$ cat src/rtl/trig_gen_pkg.sv
// trig_gen shared constants: control-word field positions,
// cyclic base period and holdoff sizing.
package trig_gen_pkg;

  localparam int TR_EN   = 15;
  localparam int TR_SELF = 14;
  localparam int TR_EXT  = 13;
  localparam int TR_CYC  = 12;

  localparam int P_HI = 11;
  localparam int P_LO = 8;
  localparam int H_HI = 7;
  localparam int H_LO = 4;
  localparam int RSVD = 3;
  localparam int M_HI = 2;
  localparam int M_LO = 0;

  localparam int CYC_BASE_DEF = 1024;
  localparam int HOLD_MULT    = 4;
  localparam int HOLD_W       = 7;

  function automatic logic [HOLD_W-1:0] hold_len(
    input logic [H_HI-H_LO:0] h
  );
    return HOLD_W'((int'(h) + 1) * HOLD_MULT);
  endfunction

endpackage

$ cat src/rtl/trig_gen_if.sv
// trig_gen control/trigger bundle; master drives config and
// trigger sources, slave returns the trigger pulses.
interface trig_gen_if #(
  parameter int NCH = 3
);

  logic           trigger_stun;
  logic [15:0]    trigger_reg;
  logic [NCH-1:0] overth;
  logic           trig_in;
  logic           trig_out;
  logic           cyctrig_pls;

  modport master (
    output trigger_stun,
    output trigger_reg,
    output overth,
    output trig_in,
    input  trig_out,
    input  cyctrig_pls
  );

  modport slave (
    input  trigger_stun,
    input  trigger_reg,
    input  overth,
    input  trig_in,
    output trig_out,
    output cyctrig_pls
  );

endinterface

$ cat src/rtl/trig_sync_edge.sv
// Two-flop synchroniser for an asynchronous level followed by
// an edge register; pulse marks the synchronised rising edge.
module trig_sync_edge (
  input  logic clk,
  input  logic rst_n,
  input  logic din,
  output logic pulse
);

  logic s1;
  logic s2;
  logic s3;

  always_ff @(posedge clk or negedge rst_n) begin
    if (!rst_n) begin
      s1 <= 1'b0;
      s2 <= 1'b0;
      s3 <= 1'b0;
    end else begin
      s1 <= din;
      s2 <= s1;
      s3 <= s2;
    end
  end

  assign pulse = s2 & ~s3;

endmodule

$ cat src/rtl/trig_gen.sv
// Trigger generator: merges self, external and cyclic sources
// into a single registered trig_out pulse with stun and holdoff.
module trig_gen
  import trig_gen_pkg::*;
#(
  parameter int NCH      = 3,
  parameter int CYC_BASE = CYC_BASE_DEF,
  parameter int CNT_W    = 26
) (
  input  logic     init_clk,
  input  logic     reset_i,
  trig_gen_if.slave bus
);

  logic [15:0]      cfg;
  logic [P_HI-P_LO:0] per_code;
  logic [H_HI-H_LO:0] hold_code;
  logic [NCH-1:0]   mask;
  logic             unused_rsvd;

  assign cfg         = bus.trigger_reg;
  assign per_code    = cfg[P_HI:P_LO];
  assign hold_code   = cfg[H_HI:H_LO];
  assign mask        = NCH'(cfg[M_HI:M_LO]);
  assign unused_rsvd = cfg[RSVD];

  logic [NCH-1:0]    overth_d;
  logic              ext_pls;
  logic [CNT_W-1:0]  cnt;
  logic [CNT_W-1:0]  cnt_last;
  logic [P_HI-P_LO:0] per_d;
  logic [HOLD_W-1:0] hcnt;

  logic cyc_run;
  logic per_chg;
  logic cyc_hit;
  logic self_hit;
  logic ext_hit;
  logic hold_act;
  logic hit;

  trig_sync_edge u_ext (
    .clk   (init_clk),
    .rst_n (reset_i),
    .din   (bus.trig_in),
    .pulse (ext_pls)
  );

  assign cnt_last = (CNT_W'(CYC_BASE) << per_code)
                  - CNT_W'(1);
  assign cyc_run  = cfg[TR_CYC];
  assign per_chg  = per_code != per_d;
  assign cyc_hit  = cyc_run & ~per_chg
                  & (cnt == cnt_last);

  assign self_hit = cfg[TR_SELF]
                  & |(bus.overth & ~overth_d & mask);
  assign ext_hit  = cfg[TR_EXT] & ext_pls;
  assign hold_act = hcnt != '0;

  assign hit = cfg[TR_EN] & ~bus.trigger_stun & ~hold_act
             & (self_hit | ext_hit | cyc_hit);

  // Cyclic counter runs regardless of enable/stun so the tick
  // stays periodic; a period change restarts it from zero.
  always_ff @(posedge init_clk or negedge reset_i) begin
    if (!reset_i) begin
      cnt             <= '0;
      per_d           <= '0;
      bus.cyctrig_pls <= 1'b0;
    end else begin
      per_d           <= per_code;
      bus.cyctrig_pls <= cyc_hit;
      if (!cyc_run || per_chg || cyc_hit) begin
        cnt <= '0;
      end else begin
        cnt <= cnt + CNT_W'(1);
      end
    end
  end

  // Holdoff is armed only by an accepted hit, so it also masks
  // the pulse cycle itself and keeps trig_out single-cycle.
  always_ff @(posedge init_clk or negedge reset_i) begin
    if (!reset_i) begin
      overth_d     <= '0;
      hcnt         <= '0;
      bus.trig_out <= 1'b0;
    end else begin
      overth_d     <= bus.overth;
      bus.trig_out <= hit;
      if (hit) begin
        hcnt <= hold_len(hold_code);
      end else if (hold_act) begin
        hcnt <= hcnt - HOLD_W'(1);
      end
    end
  end

endmodule

$ cat src/flat_wrapper.sv
// flat-port wrapper written by rule: the top's interface ports become plain ports
module trig_gen_flat import trig_gen_pkg::*;
#(
  parameter int NCH      = 3,
  parameter int CYC_BASE = CYC_BASE_DEF,
  parameter int CNT_W    = 26
)
  (init_clk, reset_i, bus_trigger_stun, bus_trigger_reg, bus_overth, bus_trig_in, bus_trig_out, bus_cyctrig_pls);
  trig_gen_if #(.NCH(NCH)) bus_i ();
  input  logic init_clk;
  input  logic reset_i;
  input wire logic [$bits(bus_i.trigger_stun)-1:0] bus_trigger_stun;
  input wire logic [$bits(bus_i.trigger_reg)-1:0] bus_trigger_reg;
  input wire logic [$bits(bus_i.overth)-1:0] bus_overth;
  input wire logic [$bits(bus_i.trig_in)-1:0] bus_trig_in;
  output wire logic [$bits(bus_i.trig_out)-1:0] bus_trig_out;
  output wire logic [$bits(bus_i.cyctrig_pls)-1:0] bus_cyctrig_pls;
  assign bus_i.trigger_stun = bus_trigger_stun;
  assign bus_i.trigger_reg = bus_trigger_reg;
  assign bus_i.overth = bus_overth;
  assign bus_i.trig_in = bus_trig_in;
  assign bus_trig_out = bus_i.trig_out;
  assign bus_cyctrig_pls = bus_i.cyctrig_pls;
  trig_gen #(.NCH(NCH), .CYC_BASE(CYC_BASE), .CNT_W(CNT_W)) u_core (.init_clk(init_clk), .reset_i(reset_i), .bus(bus_i));
endmodule
$ cat config.mk
export PLATFORM = sky130hd
export DESIGN_NAME = trig_gen_flat
export DESIGN_NICKNAME = d
export VERILOG_FILES = /design/src/rtl/trig_gen_pkg.sv /design/src/rtl/trig_gen_if.sv /design/src/rtl/trig_sync_edge.sv /design/src/rtl/trig_gen.sv /design/src/flat_wrapper.sv
export SDC_FILE = /design/constraint.sdc
export NUM_CORES = 1
export LEC_CHECK = 0
export BUFFER_PORTS_ARGS = -buffer_cell sky130_fd_sc_hd__buf_2
export CAP_MARGIN = 20
export CORE_ASPECT_RATIO = 0.9
export CORE_MARGIN = 5
export CORE_UTILIZATION = 60
export CTS_CLUSTER_SIZE = 40
export DETAILED_ROUTE_END_ITERATION = 7
export PLACE_DENSITY_LB_ADDON = 0.12
export SYNTH_ARGS = -nofsm -noshare
export SYNTH_HDL_FRONTEND = slang
export SYNTH_HIERARCHICAL = 1
export SYNTH_SLANG_ARGS = --single-unit
$ cat constraint.sdc
create_clock -name init_clk -period 2.76 [get_ports init_clk]
set_clock_uncertainty 0.2 [all_clocks]
set_input_delay 0.414 -clock init_clk [delete_from_list [all_inputs] [get_ports init_clk]]
set_output_delay 0.414 -clock init_clk [all_outputs]
set_load 0.05 [all_outputs]
==> results of run 1 <==
[worst max-delay path: cells and delay by family]
kind | cells | cell delay (ns)
AND/OR/NAND/NOR | 5 | 1.34
AO/OA/AOI/OAI | 3 | 0.36
buffers and inverters | 2 | 0.28
adder cells (fa/ha/maj) | 1 | 0.20
XOR/XNOR | 1 | 0.19
[state kept, by name, indices dropped and copies added (netlist names)]
register,flops
u_core/bus.cyctrig_pls,1
u_core/bus.trig_out,1
u_core/cnt,26
u_core/hcnt,7
u_core/overth_d,3
u_core/per_d,4
u_core/u_ext/s1,1
u_core/u_ext/s2,1
u_core/u_ext/s3,1
[cell type report]
class / instances / area [sq um]
clock buffers: 6 / 82.6
inverters: 8 / 30.0
well taps: 62 / 77.6
repair buffers: 64 / 479
fillers: 307 / 1030
flip-flops and latches: 45 / 1130
multi-input cells: 246 / 1670
clock inverters: 2 / 16.3
[metal layers]
| metal | vias up | GRT usage, % | share of wire, % |
|---|---|---|---|
| met5 | - | 0 | 0 |
| met2 | 75 | 38.2 | 48 |
| met4 | 0 | 7.80 | 1.7 |
| met1 | 1206 | 32.3 | 46 |
| met3 | 15 | 4.02 | 5.1 |
| li1 | 1214 | - | - |
[cell families (layout without fill, tap and decap cells)]
group	after synthesis	in the layout	synth area share [%]
AO/OA/AOI/OAI	54	54	13.6
AND/OR/NAND/NOR	149	149	27.5
XOR/XNOR	39	39	12.0
buffers and inverters	26	80	5.58
adder cells (fa/ha/maj)	4	4	1.76
flip-flops	45	45	39.5
[timing repair]
action                                  CTS  global route
resized for setup                        10            17
hold endpoints to repair                 30             0
cloned                                    0             1
endpoints found under the setup margin    2            35
setup buffers                             6             2
hold buffers                              2             0
pin swaps                                 8            14
[Yosys cell counts, types with 3 or more instances]
cell,n
and3_1,4
nor2_1,46
nand4_1,7
a21oi_1,10
nor3_1,8
ha_1,4
buf_6,5
buf_4,5
buf_2,4
nor2b_1,6
nand2b_1,5
nand3_1,19
a31oi_1,4
inv_1,7
xor2_1,20
and4_1,4
a21o_1,4
nor4_1,5
a211oi_1,3
o21ai_0,9
xnor2_1,19
dfrtp_1,45
nand2_1,27
clkbuf_1,4
[stage by stage]
| stage | worst slack (ns) | util (%) | hold slack [ns] | instance area [sq um] |
|---|---|---|---|---|
| after global routing | -0.0761 | 77.1 | 0.00369 | 3480 |
| after floorplan | -0.151 | - | -0.0816 | 2890 |
| final | -0.0181 | 77.1 | 0.0228 | 3480 |
| after CTS | 0.00109 | 74.8 | 0.00845 | 3380 |
| after global placement | -0.290 | 70.3 | 0.133 | 3170 |
| after detailed placement | -0.332 | 70.3 | 0.141 | 3170 |
[where the power goes]
| group | internal [W] | switching (W) |
|---|---|---|
| clock | 0.000206 | 0.000230 |
| sequential | 0.000666 | 0.00000366 |
| combinational | 0.0000871 | 0.000101 |
| total | 0.000959 | 0.000335 |
[how the worst max path moves through the flow]
stage,startpoint,to,slack [ns],depth (start not counted)
final,bus_trigger_reg[10],u_core/hcnt[4]$_DFFE_PN0P_,-0.02,12
after global routing,bus_trigger_reg[10],u_core/hcnt[4]$_DFFE_PN0P_,-0.08,13
after CTS,bus_trigger_reg[8],u_core/hcnt[4]$_DFFE_PN0P_,0.001,11
after detailed placement,bus_trigger_reg[11],u_core/hcnt[0]$_DFFE_PN0P_,-0.33,11
after global placement,bus_trigger_reg[11],u_core/hcnt[1]$_DFFE_PN0P_,-0.29,11
after floorplan,bus_trigger_reg[11],u_core/hcnt[0]$_DFFE_PN0P_,-0.15,12
==> impl_metrics.py, run 1 <==
metrics = {
    "clock_tree": {
        "tritoncts": "yes",
        "clock_insertion_delay_worst_skew_ns": 0.31,
        "clock_tree.root_cell": "clkbuf_8",
        "cts.clk_slew.worst_paths_ns": 0.08,
        "cts_sinks": 45,
        "cts-buffers-inserted": 5,
        "h-tree-depth": 2,
        "cts.path.max_buffers": 2,
    },
    "cells_and_area": {
        "design.final.nets": 397,
        "final_cell_count_no_fill": 433,
        "antenna_cells": 0,
        "mostFrequentLayoutCells": "45 x dfrtp_1, 44 x nor2_1, 38 x buf_4",
        "mostFrequentLayoutCell": "dfrtp_1",
        "area.growth.synth_to_final_pct": 22.3,
        "drive_above_1_share_pct": 25.6,
    },
    "setup_path": {
        "critical_path_class": "input port to register",
        "worst-endpoint-required_ns": 2.79,
        "worstSetupStartpointType": "input port",
        "timing.critical_path.to_type": "register",
        "cp_cell_sequence": "buf_6 > nor2_4 > nand3_2 > ha_4 > nor2b_1 > o2bb2ai_1 > xor2_1 > or4bb_4 > nor4_4 > buf_4 > o21ai_1 > a21oi_1",
        "max_stage_delay_ns": 0.57,
        "reg2reg_path_depth": 8,
        "worst_r2r_startpoint": "u_core/cnt[20]$_DFF_PN0_",
        "worst_path_max_delay_cell": "or4bb_4",
        "timing.critical_path.fanout_max": 6,
        "rrSetupSlack_ns": 0.15,
        "reg2reg_to": "u_core/hcnt[4]$_DFFE_PN0P_",
        "arrival_ns": 2.81,
    },
    "job": {
        "max-cap-violations": 0,
    },
    "global_route": {
        "wire_length_of_the_first_global_routing_pass_microns": 11100,
        "grt_antenna_before_repair": 0,
        "grt_pass1_vias": 2371,
        "groute.usage.overall_pct": 23.5,
        "grt_remaining_overflow": 0,
        "grt_start_max_net_pins": 32,
    },
    "hold_path": {
        "hold_depth": 1,
        "hold_path.class": "input port to register",
        "holdCritStartpoint": "bus_overth[2]",
        "hold-path-endpoint": "u_core/overth_d[2]$_DFF_PN0_",
    },
    "placement": {
        "portBuffers": 23,
        "hpwl_microns": 4640,
        "dp.cells": 414,
        "place.gp.congestion": 0.955,
    },
    "synth": {
        "synthesis.yosys.warnings": 6,
        "synthFlopType": "dfrtp_1",
        "netlist.top_cell.by_area": "dfrtp_1",
        "net_count_of_the_mapped_netlist": 344,
        "ys_types": 61,
        "post_synth_main_area_contributors": "dfrtp_1 40%, xor2_1 6.2%, nor2_1 6.1%, xnor2_1 5.8%, nand2_1 3.6%",
        "synth-edff-count": 0,
        "yosys_register_bits": 45,
        "synth_top_area_share_pct": 39.5,
        "synth-async-reset-ratio_pct": 100,
        "synth_cells": 317,
        "netlist_area_sq_um": 2850,
        "post_synth.cell_area_avg_sq_um": 8.98,
        "synth_sequential_area_ratio_pct": 39.5,
    },
    "drt": {
        "ant_nets": 0,
        "first_pass_iters": 5,
        "drt_drc_violations_left": 0,
        "viasPerCell": 5.80,
        "vias": 2510,
        "drt-initial-drc-count": 177,
        "wl_per_cell_microns": 15.8,
        "drt-total-wl_microns": 6850,
    },
    "floorplanning": {
        "fp.dieH_microns": 75.4,
        "dieArea_sq_um": 6230,
        "design.core.area_sq_um": 4520,
        "floorplan.die.width_microns": 82.6,
        "i_o_pins": 25,
        "initial_core_util_pct": 63.0,
        "row_count": 23,
    },
    "outcome": {
        "status": "finished with violations",
        "violations": "negative setup slack",
    },
    "timing": {
        "finalSetupViolations": 4,
        "timing_max_transition_violations_final": 0,
        "rsz0062_at_grt": "yes",
        "worst_pin_slew_ns": 0.688,
        "setup_tns_ns": -0.0332,
        "fin_crit_sh_pct": 101,
        "finalWorstPathRequiredPeriod_ns": 2.78,
        "timing.fmax_mhz": 360,
        "final.setup.worst_slack_ns": -0.0181,
        "timing.final.hold_violations": 0,
        "slew_headroom_pct": 54.1,
    },
    "power_and_ir_drop": {
        "vdd.ir_drop.worst_mv": 0.340,
        "leakage_nw": 1.47,
        "fin_total_pwr_w": 0.00129,
        "power_per_cell_area_nw_per_um2": 372,
    },
}
(Power assumes the default switching activity.)
==> run 2: changes to the inputs <==
--- a/config.mk
+++ b/config.mk
@@ -7,13 +7,15 @@
 export LEC_CHECK = 0
 export BUFFER_PORTS_ARGS = -buffer_cell sky130_fd_sc_hd__buf_2
 export CAP_MARGIN = 20
-export CORE_ASPECT_RATIO = 0.9
+export CORE_ASPECT_RATIO = 1.5
 export CORE_MARGIN = 5
 export CORE_UTILIZATION = 60
 export CTS_CLUSTER_SIZE = 40
 export DETAILED_ROUTE_END_ITERATION = 7
 export PLACE_DENSITY_LB_ADDON = 0.12
+export RECOVER_POWER = 25
 export SYNTH_ARGS = -nofsm -noshare
 export SYNTH_HDL_FRONTEND = slang
 export SYNTH_HIERARCHICAL = 1
 export SYNTH_SLANG_ARGS = --single-unit
+export TNS_END_PERCENT = 5
==> run 2 against run 1 <==
  * The flow now finishes without violations
  * Total power up 2.4%
  * Register-to-register slack improved by 0.04 ns
  * First-iteration DRC count fell by 40%
  * Fmax increased by 2.1%
  * Die area grew 0.43%
  * Setup slack gained 0.057 ns
  * Critical path depth shrank 1
  * Via count down 6.3%
  * Non-clock buffer count down 15
  * Critical endpoint is now u_core/hcnt[0]$_DFFE_PN0P_
  * Largest power group unchanged
  * Highest routed layer unchanged
==> impl_metrics.py, run 2 (synthesis results as in run 1) <==
metrics = {
    "power_and_ir_drop": {
        "power_per_cell_area_nw_per_um2": 402,
        "leakage_nw": 1.37,
        "vdd.ir_drop.worst_mv": 0.418,
        "fin_total_pwr_w": 0.00133,
    },
    "cells_and_area": {
        "area.growth.synth_to_final_pct": 15.7,
        "design.final.nets": 382,
        "drive_above_1_share_pct": 19.7,
        "n_fill_cell": 372,
        "antenna_cells": 0,
        "ff_latch_area_sq_um": 1130,
        "multi_input_area_sq_um": 1630,
        "largest-register": "u_core/cnt",
        "layout_top_registers": "u_core/cnt: 26 flops, u_core/hcnt: 7 flops, u_core/per_d: 4 flops",
        "max_reg_flops": 26,
        "final_cell_count_no_fill": 420,
        "mostFrequentLayoutCells": "45 x nor2_1, 45 x dfrtp_1, 27 x nand2_1",
        "final_area_sq_um": 3300,
    },
    "hold_path": {
        "hold_depth": 1,
        "hold_path.class": "input port to register",
    },
    "drt": {
        "viasPerCell": 5.60,
        "ant_nets": 0,
        "drt_drc_violations_left": 0,
        "first_pass_iters": 4,
        "drt-total-wl_microns": 6120,
        "vias": 2352,
        "wl_per_cell_microns": 14.6,
        "drt-initial-drc-count": 107,
    },
    "setup_path": {
        "worst-endpoint-required_ns": 2.75,
        "arrival_ns": 2.71,
        "reg2reg_to": "u_core/hcnt[0]$_DFFE_PN0P_",
        "rrSetupSlack_ns": 0.19,
        "timing.critical_path.to_type": "register",
        "worst_r2r_startpoint": "u_core/cnt[2]$_DFF_PN0_",
        "setup.worst_path.end": "u_core/hcnt[0]$_DFFE_PN0P_",
        "worstSetupStartpointType": "input port",
        "timing.critical_path.fanout_max": 11,
        "reg2reg_path_depth": 7,
        "critical_path_class": "input port to register",
        "critical_path.startpoint": "bus_trigger_reg[11]",
    },
    "floorplanning": {
        "floorplan.die.width_microns": 66.3,
        "row_count": 30,
        "i_o_pins": 25,
        "design.core.area_sq_um": 4580,
        "dieArea_sq_um": 6250,
        "initial_core_util_pct": 62.2,
        "fp.dieH_microns": 94.4,
    },
    "timing": {
        "slew_headroom_pct": 67.1,
        "timing_max_transition_violations_final": 0,
        "worst_pin_slew_ns": 0.491,
        "timing.fmax_mhz": 367,
        "setup_tns_ns": 0,
        "fin_crit_sh_pct": 98.6,
        "timing.final.hold_violations": 0,
        "final.setup.worst_slack_ns": 0.0387,
        "finalSetupViolations": 0,
        "rsz0062_at_grt": "yes",
        "finalWorstPathRequiredPeriod_ns": 2.72,
    },
    "placement": {
        "placed_cell_area_sq_um": 3140,
        "worst_slack_at_placement_ns": -0.289,
        "dp.cells": 411,
        "hpwl_microns": 4520,
        "portBuffers": 23,
        "place.gp.congestion": 0.887,
    },
    "global_route": {
        "grt_antenna_before_repair": 0,
        "grt_start_max_net_pins": 29,
        "grt_remaining_overflow": 0,
        "groute.usage.overall_pct": 21.9,
        "wire_length_of_the_first_global_routing_pass_microns": 10700,
        "grt_pass1_vias": 2321,
    },
    "clock_tree": {
        "cts_sinks": 45,
        "cts.clk_slew.worst_paths_ns": 0.08,
        "cts-buffers-inserted": 5,
        "clock_insertion_delay_worst_skew_ns": 0.30,
        "clock_tree.root_cell": "clkbuf_8",
        "number_of_setup_buffers_added_after_cts": 0,
        "cts.path.max_buffers": 2,
        "h-tree-depth": 2,
        "tritoncts": "yes",
    },
    "outcome": {
        "status": "completed",
    },
    "job": {
        "max-cap-violations": 0,
    },
}
run 2: cell count changes in the layout (fill, tap and decap cells not counted), moves of 3 or more:
| cell | change |
|---|---|
| buf_4 | -15 |
| clkbuf_1 | +4 |
| o21ai_1 | -3 |
| buf_6 | -3 |
| o21ai_0 | +3 |
run 2: metrics by stage:
stage                     utilization, %  hold WS [ns]
after CTS                           71.2        0.0114
after detailed placement            68.6         0.137
final                               72.0        0.0210
after floorplan                        -       -0.0816
after global routing                72.0       0.00124
after global placement              68.6         0.133
run 2: critical path, cell delays in order:
cell and delay [ns]:
buf_2 0.12, nor2_4 0.13, nand3_2 0.10, ha_4 0.22, nor2b_1 0.15, o2bb2ai_1 0.14, xor2_1 0.18, or4bb_4 0.55
nor4_4 0.36, o21bai_4 0.14, a31o_1 0.19
run 2: where the power goes:
| group | switching, W | internal [W] |
|---|---|---|
| sequential | 0.00000370 | 0.000666 |
| clock | 0.000224 | 0.000272 |
| combinational | 0.0000921 | 0.0000676 |
| total | 0.000320 | 0.00101 |
run 2: metal layers:
| layer | global-route usage [%] | vias up | routed length [microns] |
|---|---|---|---|
| met1 | 26.5 | 1109 | 2610 |
| met2 | 38.1 | 43 | 3150 |
| met4 | 7.80 | 0 | 163 |
| li1 | - | 1186 | - |
| met5 | 0 | - | 0 |
| met3 | 4.29 | 14 | 194 |
run 2: final cells by class:
class	instances	share of cell area, %
Clock inverter	2	1.18
Inverter	8	0.911
Clock buffer	6	2.20
Sequential cell	45	34.2
Tap cell	64	2.43
Timing Repair Buffer	49	9.68
Multi-Input combinational cell	246	49.4
run 2: worst min-delay path by stage:
stage                                    from                          endpoint  slack, ns
global route                      bus_trig_in         u_core/u_ext/s1$_DFF_PN0_      0.001
global placement    u_core/u_ext/s1$_DFF_PN0_         u_core/u_ext/s2$_DFF_PN0_       0.13
finish                            bus_trig_in         u_core/u_ext/s1$_DFF_PN0_       0.02
floorplan                             reset_i  u_core/bus.cyctrig_pls$_DFF_PN0_      -0.08
detailed placement  u_core/u_ext/s1$_DFF_PN0_         u_core/u_ext/s2$_DFF_PN0_       0.14
CTS                               bus_trig_in         u_core/u_ext/s1$_DFF_PN0_       0.01
run 2: repair_timing:
action | CTS | global route
gates resized for setup | 0 | 6
endpoints found under the setup margin | 0 | 33
hold buffers | 1 | 0
endpoints found under the hold margin | 18 | 0
